==> config.mk <==
export PLATFORM = sky130hd
export DESIGN_NAME = fetcher
export DESIGN_NICKNAME = d
export VERILOG_FILES = /design/src/rtl/fetcher.sv
export SDC_FILE = /design/constraint.sdc
export NUM_CORES = 1
export LEC_CHECK = 0
export ABC_AREA = 0
export CELL_PAD_IN_SITES_DETAIL_PLACEMENT = 0
export CELL_PAD_IN_SITES_GLOBAL_PLACEMENT = 1
export CORE_UTILIZATION = 40
export DETAILED_ROUTE_END_ITERATION = 16
export DONT_BUFFER_PORTS = 1
export MAX_ROUTING_LAYER = met4
export PLACE_DENSITY_LB_ADDON = 0.1
export SYNTH_ARGS = -nofsm -noshare
export SYNTH_HDL_FRONTEND = slang
export SYNTH_SLANG_ARGS = --single-unit
==> constraint.sdc <==
create_clock -name clk -period 11.71 [get_ports clk]
set_input_delay 1.171 -clock clk [delete_from_list [all_inputs] [get_ports clk]]
set_output_delay 1.171 -clock clk [all_outputs]
set_load 0.1 [all_outputs]
==> src/rtl/fetcher.sv <==
`timescale 1ns/1ps
`default_nettype none
// ============================================================================
//  Module   : fetcher
//  Purpose  : Front-end fetch stage. Issues one memory request at a time,
//             statically predicts the next PC (JAL / backward branch taken),
//             buffers fetched words in a circular queue and hands one
//             instruction per cycle to issue when the target unit has room.
//  Revision : 1.0 - initial release
// ============================================================================
module fetcher #(
    parameter int IQ_DEPTH = 16
) (
    input  logic        clk,
    input  logic        rst,
    input  logic        rdy,
    input  logic        has_misbranch,
    input  logic [31:0] correct_pc,
    input  logic        rob_avail,
    input  logic        rs_avail,
    input  logic        slb_avail,
    output logic        mem_req,
    output logic [31:0] mem_addr,
    input  logic        mem_valid,
    input  logic [31:0] mem_inst,
    output logic [31:0] inst,
    output logic [31:0] pc,
    output logic        can_issue,
    output logic        has_jump
);

    localparam int                 c_ptr_w = $clog2(IQ_DEPTH);
    localparam logic [c_ptr_w:0]   c_depth = (c_ptr_w + 1)'(IQ_DEPTH);

    localparam logic [1:0] c_st_idle = 2'd0;
    localparam logic [1:0] c_st_wait = 2'd1;
    localparam logic [1:0] c_st_drop = 2'd2;

    localparam logic [6:0] c_op_jal    = 7'b1101111;
    localparam logic [6:0] c_op_branch = 7'b1100011;
    localparam logic [6:0] c_op_load   = 7'b0000011;
    localparam logic [6:0] c_op_store  = 7'b0100011;

    logic [1:0]         r_state;
    logic [31:0]        r_fetch_pc;
    logic [c_ptr_w-1:0] r_head;
    logic [c_ptr_w-1:0] r_tail;
    logic [c_ptr_w:0]   r_count;

    logic [31:0]        r_q_inst [IQ_DEPTH];
    logic [31:0]        r_q_pc   [IQ_DEPTH];
    logic               r_q_jump [IQ_DEPTH];

    logic [6:0]  w_opcode;
    logic [31:0] w_j_imm;
    logic [31:0] w_b_imm;
    logic        w_is_jal;
    logic        w_pred_jump;
    logic [31:0] w_next_pc;
    logic [6:0]  w_head_op;
    logic        w_head_slb;
    logic        w_enq;
    logic        w_deq;

    // Decode the returning word just enough to predict the next fetch PC.
    assign w_opcode    = mem_inst[6:0];
    assign w_j_imm     = {{12{mem_inst[31]}}, mem_inst[19:12], mem_inst[20], mem_inst[30:21], 1'b0};
    assign w_b_imm     = {{20{mem_inst[31]}}, mem_inst[7], mem_inst[30:25], mem_inst[11:8], 1'b0};
    assign w_is_jal    = (w_opcode == c_op_jal);
    // Backward branches (sign bit set) are predicted taken; forward ones and JALR fall through.
    assign w_pred_jump = w_is_jal || ((w_opcode == c_op_branch) && mem_inst[31]);
    assign w_next_pc   = w_pred_jump ? (mem_addr + (w_is_jal ? w_j_imm : w_b_imm))
                                     : (mem_addr + 32'd4);

    // Loads and stores go to the SLBuffer, everything else to the RS.
    assign w_head_op  = r_q_inst[r_head][6:0];
    assign w_head_slb = (w_head_op == c_op_load) || (w_head_op == c_op_store);

    assign w_enq = rst && rdy && !has_misbranch && (r_state == c_st_wait) && mem_valid;
    assign w_deq = rdy && !has_misbranch && (r_count != '0) && rob_avail &&
                   (w_head_slb ? slb_avail : rs_avail);

    // Queue storage: written at the tail on every accepted response.
    always_ff @(posedge clk) begin
        if (w_enq) begin
            r_q_inst[r_tail] <= mem_inst;
            r_q_pc[r_tail]   <= mem_addr;
            r_q_jump[r_tail] <= w_pred_jump;
        end
    end

    // Fetch FSM, queue pointers and registered issue outputs.
    always_ff @(posedge clk) begin
        if (!rst) begin
            r_state    <= c_st_idle;
            r_fetch_pc <= '0;
            r_head     <= '0;
            r_tail     <= '0;
            r_count    <= '0;
            mem_req    <= 1'b0;
            mem_addr   <= '0;
            inst       <= '0;
            pc         <= '0;
            has_jump   <= 1'b0;
            can_issue  <= 1'b0;
        end else if (rdy) begin
            if (has_misbranch) begin
                r_head     <= '0;
                r_tail     <= '0;
                r_count    <= '0;
                can_issue  <= 1'b0;
                r_fetch_pc <= correct_pc;
                // An outstanding request must still be retired by its response,
                // so keep mem_req up and swallow that response in DROP.
                if ((r_state != c_st_idle) && !mem_valid) begin
                    r_state <= c_st_drop;
                end else begin
                    r_state <= c_st_idle;
                    mem_req <= 1'b0;
                end
            end else begin
                if (w_deq) begin
                    inst      <= r_q_inst[r_head];
                    pc        <= r_q_pc[r_head];
                    has_jump  <= r_q_jump[r_head];
                    can_issue <= 1'b1;
                    r_head    <= r_head + 1'b1;
                end else begin
                    can_issue <= 1'b0;
                end

                if (w_enq) begin
                    r_tail <= r_tail + 1'b1;
                end

                if (w_enq && !w_deq) begin
                    r_count <= r_count + 1'b1;
                end else if (!w_enq && w_deq) begin
                    r_count <= r_count - 1'b1;
                end

                case (r_state)
                    c_st_idle: begin
                        if (r_count < c_depth) begin
                            mem_req  <= 1'b1;
                            mem_addr <= r_fetch_pc;
                            r_state  <= c_st_wait;
                        end
                    end
                    c_st_wait: begin
                        if (mem_valid) begin
                            r_fetch_pc <= w_next_pc;
                            mem_req    <= 1'b0;
                            r_state    <= c_st_idle;
                        end
                    end
                    c_st_drop: begin
                        if (mem_valid) begin
                            mem_req <= 1'b0;
                            r_state <= c_st_idle;
                        end
                    end
                    default: begin
                        mem_req <= 1'b0;
                        r_state <= c_st_idle;
                    end
                endcase
            end
        end
    end

endmodule
`default_nettype wire

### Word level (Yosys, flattened, before mapping)

Memory sizes are Yosys's and may differ from the RTL's. A register that Yosys moved wholly into a read port is not among the register bits.
Cells that the tools add are included.

| storage, ports and cells | value |
|---|---|
| memories | 3 |
| bits in registers | 113 |
| output and inout port bits | 99 |
| input bits | 72 |
| bits in writable memories | 1040 |
| logic and storage cells | 95 |
| ROM bits | 0 |
| bits in latches | 0 |

Memories:

| name | depth | bits a word | rd ports | clocked after Yosys merged registers in | write ports | line | RTL |
|---|---|---|---|---|---|---|---|
| r_q_inst | 16 | 32 | 1 | 1 | 1 | 50 | `logic [31:0] r_q_inst [IQ_DEPTH];` |
| r_q_pc | 16 | 32 | 1 | 1 | 1 | 51 | `logic [31:0] r_q_pc [IQ_DEPTH];` |
| r_q_jump | 16 | 1 | 1 | 1 | 1 | 52 | `logic r_q_jump [IQ_DEPTH];` |

| cells by class | value |
|---|---|
| div/mod/pow operators | 0 |
| shift operators | 0 |
| eq/ne operators | 9 |
| add/sub/neg operators | 6 |
| $lt $le $gt $ge | 1 |
| multipliers | 0 |
| muxes and demuxes | 29 |
| bitwise gates (word level) | 1 |
| reduce and logical (&&, ||, !) cells | 37 |

Operator list:

| cell | count |
|---|---|
| two-way mux 32 bit | 4 |
| adder 32 x 3 -> 32 bit, second input constant | 1 |
| adder 32 bit | 1 |
| two-way mux 4 bit | 6 |
| two-way mux 20 bit | 1 |
| two-way mux 5 bit | 3 |
| equality test 7 bit, second input constant | 2 |
| logical AND 1 bit | 12 |
| nonzero test 2 bit | 5 |
| two-way mux 1 bit | 9 |
| AND reduction 3 bit | 3 |
| adder 4 x 1 -> 4 bit, second input constant | 2 |
| two-way mux 2 bit | 4 |
| AND reduction 4 bit | 2 |
| equality test 7 x 2 -> 1 bit, second input constant | 1 |
| equality test 7 x 6 -> 1 bit, second input constant | 1 |
| zero test 1 bit | 6 |
| AND reduction 2 bit | 3 |
| adder 5 x 1 -> 5 bit, second input constant | 1 |
| less-than comparator 5 bit, second input constant | 1 |
| nonzero test 5 bit | 1 |
| subtractor 5 x 1 -> 5 bit, second input constant | 1 |
| case mux 2 bit (2 select lines) | 1 |
| != test 3 x 1 -> 1 bit, second input constant | 1 |
| other kinds (10) | 11 |

### Longest topological paths before layout

| depth | value |
|---|---|
| depth in word-level cells | 9 |
| mapped depth | 19 |

### Worst setup path before layout

Ideal clock, no wire load.

| timing path | value |
|---|---|
| kind | input to register |
| start | input port rdy |
| end | memory r_q_inst[3][0], enable pin |
| library setup time | 0.568 ns |
| buffers on the path | 1 |
| arrival time | 6.740 ns |
| required time | 11.142 ns |
| stages | 6 |
| setup slack | 4.402 ns |
| cell sequence | clkbuf_1 nor2b_1 nand2_1 nor2_1 nand2_1 nor3_1 |

| between the ends | value |
|---|---|
| cells in the longest elaborated chain, start to end | 6 |

Ends and longest elaborated chain:

| what | line | RTL |
|---|---|---|
| start, declared | 16 | `input logic rdy,` |
| logical AND 1 bit (4 in series) | 79 | `assign w_enq = rst && rdy && !has_misbranch && (r_state == c_st_wait) && mem_valid;` |
| two-way mux 1 bit | 85 | `if (w_enq) begin` |
| two-way mux 1 bit (implied by the code) | 86 | `r_q_inst[r_tail] <= mem_inst;` |
| end, declared | 50 |  |

No other way between the ends.

==> impl_table.tex <==
\begin{tabular}{lr}
\hline
Metric & Value \\
\hline
\multicolumn{2}{l}{\textbf{Floorplanning}} \\
Die footprint & 120000 um2 \\
Number of placement rows & 125 \\
Die width & 346 um \\
Count of boundary I/O pins & 171 \\
Initial Utilization & 40.6\% \\
Height of the die & 346 um \\
Placeable core region & 117000 um2 \\
\multicolumn{2}{l}{\textbf{Worst setup path}} \\
Data arrival, critical path & 5.75 ns \\
Maximum fanout count along the critical path & 48 \\
Worst EP required & 12.39 ns \\
Worst reg2reg path endpoint & r\_count[4]\$\_SDFFE\_PN0P\_ \\
Startpoint class of the critical path & register \\
WS Path Type & reg -> reg \\
Endpoint class of the critical path & register \\
Cells on worst reg2reg path & 15 \\
Reg2Reg Setup Slack & 6.63 ns \\
\multicolumn{2}{l}{\textbf{Routing}} \\
Via/cell ratio & 5.68 \\
Routed WL per cell & 29.2 um \\
Total number of vias & 23900 \\
Initial drt markers & 1860 \\
Number of detailed-routing iterations run before antenna repair & 5 \\
DRC & 0 \\
Total detailed-routing wirelength & 123000 um \\
Remaining number of nets flagged by the antenna check after routing & 0 \\
\multicolumn{2}{l}{\textbf{CTS}} \\
Resized Gates After CTS & 0 \\
Library cell used as clock root buffer & sky130\_fd\_sc\_hd\_\_clkbuf\_16 \\
Number of buffers added to fix hold violations after cts & 0 \\
Total clock sinks & 1190 \\
CTS H-Tree Depth & 4 \\
Buffers inserted by post-CTS timing repair & 0 \\
Clock latency on the worst-skew pair & 0.74 ns \\
Clock-pin slew on the worst setup and hold paths & 0.06 ns \\
Maximum number of buffers from clock root to sink & 3 \\
TritonCTS clock tree & yes \\
Number of buffers created by CTS & 134 \\
\multicolumn{2}{l}{\textbf{Power}} \\
Worst IR Drop VDD & 133 uV \\
Comb power frac & 1.8\% \\
Net switching fraction of the power & 20.2\% \\
Leakage power of the design & 17.8 nW \\
Net Sw Power & 0.00182 W \\
Design internal power & 0.00717 W \\
Power share of the clock group & 46.6\% \\
Part of the power in registers & 51.6\% \\
Power per unit of standard cell area & 166 nW/um2 \\
\multicolumn{2}{l}{\textbf{Synthesis}} \\
Cell types with the highest counts after synthesis & 1040 x sky130\_fd\_sc\_hd\_\_edfxtp\_1, 321 x sky130\_fd\_sc\_hd\_\_mux4\_2, 150 x sky130\_fd\_sc\_hd\_\_dfxtp\_1, 140 x sky130\_fd\_sc\_hd\_\_nand2\_1, 100 x sky130\_fd\_sc\_hd\_\_nor2\_1 \\
Library cell with the highest instance count after synthesis & sky130\_fd\_sc\_hd\_\_edfxtp\_1 \\
Predominant post-synthesis flop cell & sky130\_fd\_sc\_hd\_\_edfxtp\_1 \\
Most area-consuming cells after synthesis & sky130\_fd\_sc\_hd\_\_edfxtp\_1 66\%, sky130\_fd\_sc\_hd\_\_mux4\_2 15\%, sky130\_fd\_sc\_hd\_\_dfxtp\_1 6.3\% \\
Share of the synthesized area in the top cell type & 65.9\% \\
Post-synthesis sequential element count & 1190 \\
Yosys warning total & 0 \\
Number of instances in the synthesized netlist & 2489 \\
Mean cell area of the mapped netlist & 19.1 um2 \\
Synth Net Count & 2605 \\
Sequential-to-total area share from yosys stat & 72.2\% \\
Proportion of register bits with asynchronous set or reset after synthesis & 0\% \\
Number of unique standard cell types used by synthesis & 61 \\
Number of synthesized flops with an enable pin & 1040 \\
Post-synthesis cell area & 47400 um2 \\
Cell type with the largest total area after synthesis & sky130\_fd\_sc\_hd\_\_edfxtp\_1 \\
\multicolumn{2}{l}{\textbf{Cells and area}} \\
Storage cell area & 34300 um2 \\
Final core occ & 46.2\% \\
Area of the multi-input gates & 12700 um2 \\
Layout overhead on the synthesized area & 13.8\% \\
Fraction of final layout cells with drive strength greater than 1 & 24.8\% \\
Fill cell total of the finished layout & 9833 \\
Nets & 2683 \\
\multicolumn{2}{l}{\textbf{Placed design}} \\
Post-detailed-placement half-perimeter wirelength & 70400 um \\
Number of input and output port buffers inserted & 0 \\
Final weighted congestion of routability-driven global placement & 0.857 \\
\multicolumn{2}{l}{\textbf{STA}} \\
RSZ-0062 raised after global routing & false \\
Clock tree skew after final layout & 0.0348 ns \\
Number of hold-slack violations in the final timing report & 0 \\
Worst hold margin & 0.444 ns \\
Number of pins with negative max-slew slack in the final report & 0 \\
Maximum operating frequency & 0.197 GHz \\
Minimum clock period after layout & 5.08 ns \\
Final number of setup-violating endpoints & 0 \\
Actual slew at the worst max-slew pin & 1.25 ns \\
Remaining max-slew budget at the tightest pin & 16.4\% \\
Final cycle utilization of the critical path & 43.3\% \\
Setup TNS & 0 ns \\
\multicolumn{2}{l}{\textbf{Worst hold path}} \\
Hold Path Sink & mem\_addr[11]\$\_SDFFE\_PN0P\_ \\
Source of the worst hold timing path & r\_fetch\_pc[11]\$\_SDFFE\_PN0P\_ \\
Worst hold path stage count & 2 \\
Worst hold-check path type & reg -> reg \\
\multicolumn{2}{l}{\textbf{Run}} \\
Max-cap violations & 0 \\
\multicolumn{2}{l}{\textbf{GRT}} \\
First-pass GRT wire length & 178000 um \\
Number of global-route vias before repair & 25033 \\
Global-route congestion overflow total & 0 \\
Initial antenna violation count & 12 \\
GRT Resource Usage Total & 21.3\% \\
Largest net degree at the start of global routing & 109 \\
\multicolumn{2}{l}{\textbf{Status}} \\
Status & complete, no violations \\
\hline
\end{tabular}
==> power groups by stage <==
| stage | clock [W] | combinational [W] | sequential [W] |
|---|---|---|---|
| CTS | 0.00429 | 0.000164 | 0.00464 |
| global route | 0.00444 | 0.000178 | 0.00464 |
| floorplan | 0 | 0.000108 | 0.00474 |
| global placement | 0 | 0.000162 | 0.00473 |
| detailed placement | 0 | 0.000163 | 0.00473 |
| finish | 0.00418 | 0.000162 | 0.00464 |
==> layout by cell type, fill, tap and decap left out, types with 7 or more instances in the layout <==
master	synthesis	routed
sky130_fd_sc_hd__nand4_1	13	13
sky130_fd_sc_hd__and3_1	21	21
sky130_fd_sc_hd__a21boi_0	20	20
sky130_fd_sc_hd__inv_1	14	14
sky130_fd_sc_hd__and2_1	9	9
sky130_fd_sc_hd__diode_2	0	9
sky130_fd_sc_hd__o211ai_1	8	8
sky130_fd_sc_hd__nand2b_1	10	10
sky130_fd_sc_hd__a31oi_1	8	8
sky130_fd_sc_hd__buf_4	7	72
sky130_fd_sc_hd__nor2_4	0	12
sky130_fd_sc_hd__o21ai_0	41	40
sky130_fd_sc_hd__a21o_1	26	26
sky130_fd_sc_hd__nand3_1	30	30
sky130_fd_sc_hd__xor2_1	21	21
sky130_fd_sc_hd__mux2i_1	71	71
sky130_fd_sc_hd__dfxtp_1	150	110
sky130_fd_sc_hd__clkbuf_16	0	141
sky130_fd_sc_hd__nand3b_1	7	7
sky130_fd_sc_hd__a21oi_1	84	84
sky130_fd_sc_hd__nor2_1	100	88
sky130_fd_sc_hd__nor2b_1	40	40
sky130_fd_sc_hd__clkbuf_8	0	10
sky130_fd_sc_hd__nand2_1	140	140
sky130_fd_sc_hd__clkinv_2	0	29
sky130_fd_sc_hd__xnor2_1	28	28
sky130_fd_sc_hd__clkinv_1	2	16
sky130_fd_sc_hd__bufinv_16	0	11
sky130_fd_sc_hd__or3_1	8	8
sky130_fd_sc_hd__ha_1	42	42
sky130_fd_sc_hd__mux4_2	321	321
sky130_fd_sc_hd__a22oi_1	10	10
sky130_fd_sc_hd__clkbuf_1	95	27
sky130_fd_sc_hd__dfxtp_2	0	35
sky130_fd_sc_hd__a211oi_1	12	12
sky130_fd_sc_hd__edfxtp_1	1040	1040
==> logic make-up after synthesis <==
kind of cell    count (synthesis)  share of synthesized area, %
compound gates                252                          3.40
mux                           397                          16.9
buf+inv                       147                          1.29
fa+ha+maj                      44                          1.19
simple gates                  409                          4.13
xor+xnor                       50                         0.939
flops                        1190                          72.2
==> state kept, by name, summed over array words and instances (netlist names), 4 cells and up, named ones only <==
name / cells
r_q_pc: 512
r_tail: 4
r_q_inst: 512
inst: 32
r_count: 5
r_head: 4
mem_addr: 32
r_fetch_pc: 32
pc: 32
r_q_jump: 16
==> area by class of cell <==
type	instances	share of cell area [%]
flip-flops and latches	1190	63.5
multi-input cells	1152	23.5
clock buffers	178	6.98
well taps	1524	3.53
clock inverters	65	1.23
repair buffers	73	1.04
inverters	16	0.114
diodes	9	0.0417
==> through the flow <==
stage / std cells / area (um2) / worst slack (ns) / power, W
after global routing: 4206 / 54000 / 6.42 / 0.00926
after CTS: 4198 / 54000 / 6.65 / 0.00909
after detailed placement: 3955 / 49500 / 6.56 / 0.00489
after floorplan: 2489 / 47400 / 4.40 / 0.00485
after global placement: 3955 / 49500 / 6.67 / 0.00489
final: 4207 / 54000 / 6.63 / 0.00899
==> layer usage <==
metal  share of wire (%)  vias to the layer above  track usage (%)
li1                    -                    10293                -
met1                  45                    12860             28.7
met2                  46                      603             32.1
met3                 6.4                      144             5.45
met4                 1.9                        0             5.66
met5                   0                        -                -
==> critical path, stage by stage (launching register included) <==
cell and delay (ns):
sky130_fd_sc_hd__dfxtp_4 0.74, sky130_fd_sc_hd__buf_4 0.70, sky130_fd_sc_hd__mux4_2 0.42, sky130_fd_sc_hd__mux4_2 0.51, sky130_fd_sc_hd__nor4b_2 0.32, sky130_fd_sc_hd__a21boi_1 0.14, sky130_fd_sc_hd__o21ai_4 0.13, sky130_fd_sc_hd__buf_4 0.30
sky130_fd_sc_hd__nand2_1 0.22, sky130_fd_sc_hd__fa_1 0.48, sky130_fd_sc_hd__a21o_1 0.20, sky130_fd_sc_hd__a21oi_1 0.30, sky130_fd_sc_hd__nand4b_1 0.14, sky130_fd_sc_hd__nor2_1 0.11, sky130_fd_sc_hd__a31oi_1 0.06, sky130_fd_sc_hd__nand3_1 0.14
==> worst max path at each step <==
stage / startpoint / to / slack [ns] / depth (start not counted)
final: register / r_count[4]$_SDFFE_PN0P_ / 6.63 / 15
after global routing: register / r_count[4]$_SDFFE_PN0P_ / 6.42 / 15
after detailed placement: mem_inst[6] / r_fetch_pc[28]$_SDFFE_PN0P_ / 6.56 / 15
after CTS: register / r_count[4]$_SDFFE_PN0P_ / 6.65 / 15
after floorplan: rdy / r_q_inst[3][0]$_DFFE_PP_ / 4.40 / 6
after global placement: mem_inst[6] / r_fetch_pc[28]$_SDFFE_PN0P_ / 6.67 / 15
(Power assumes the default switching activity.)
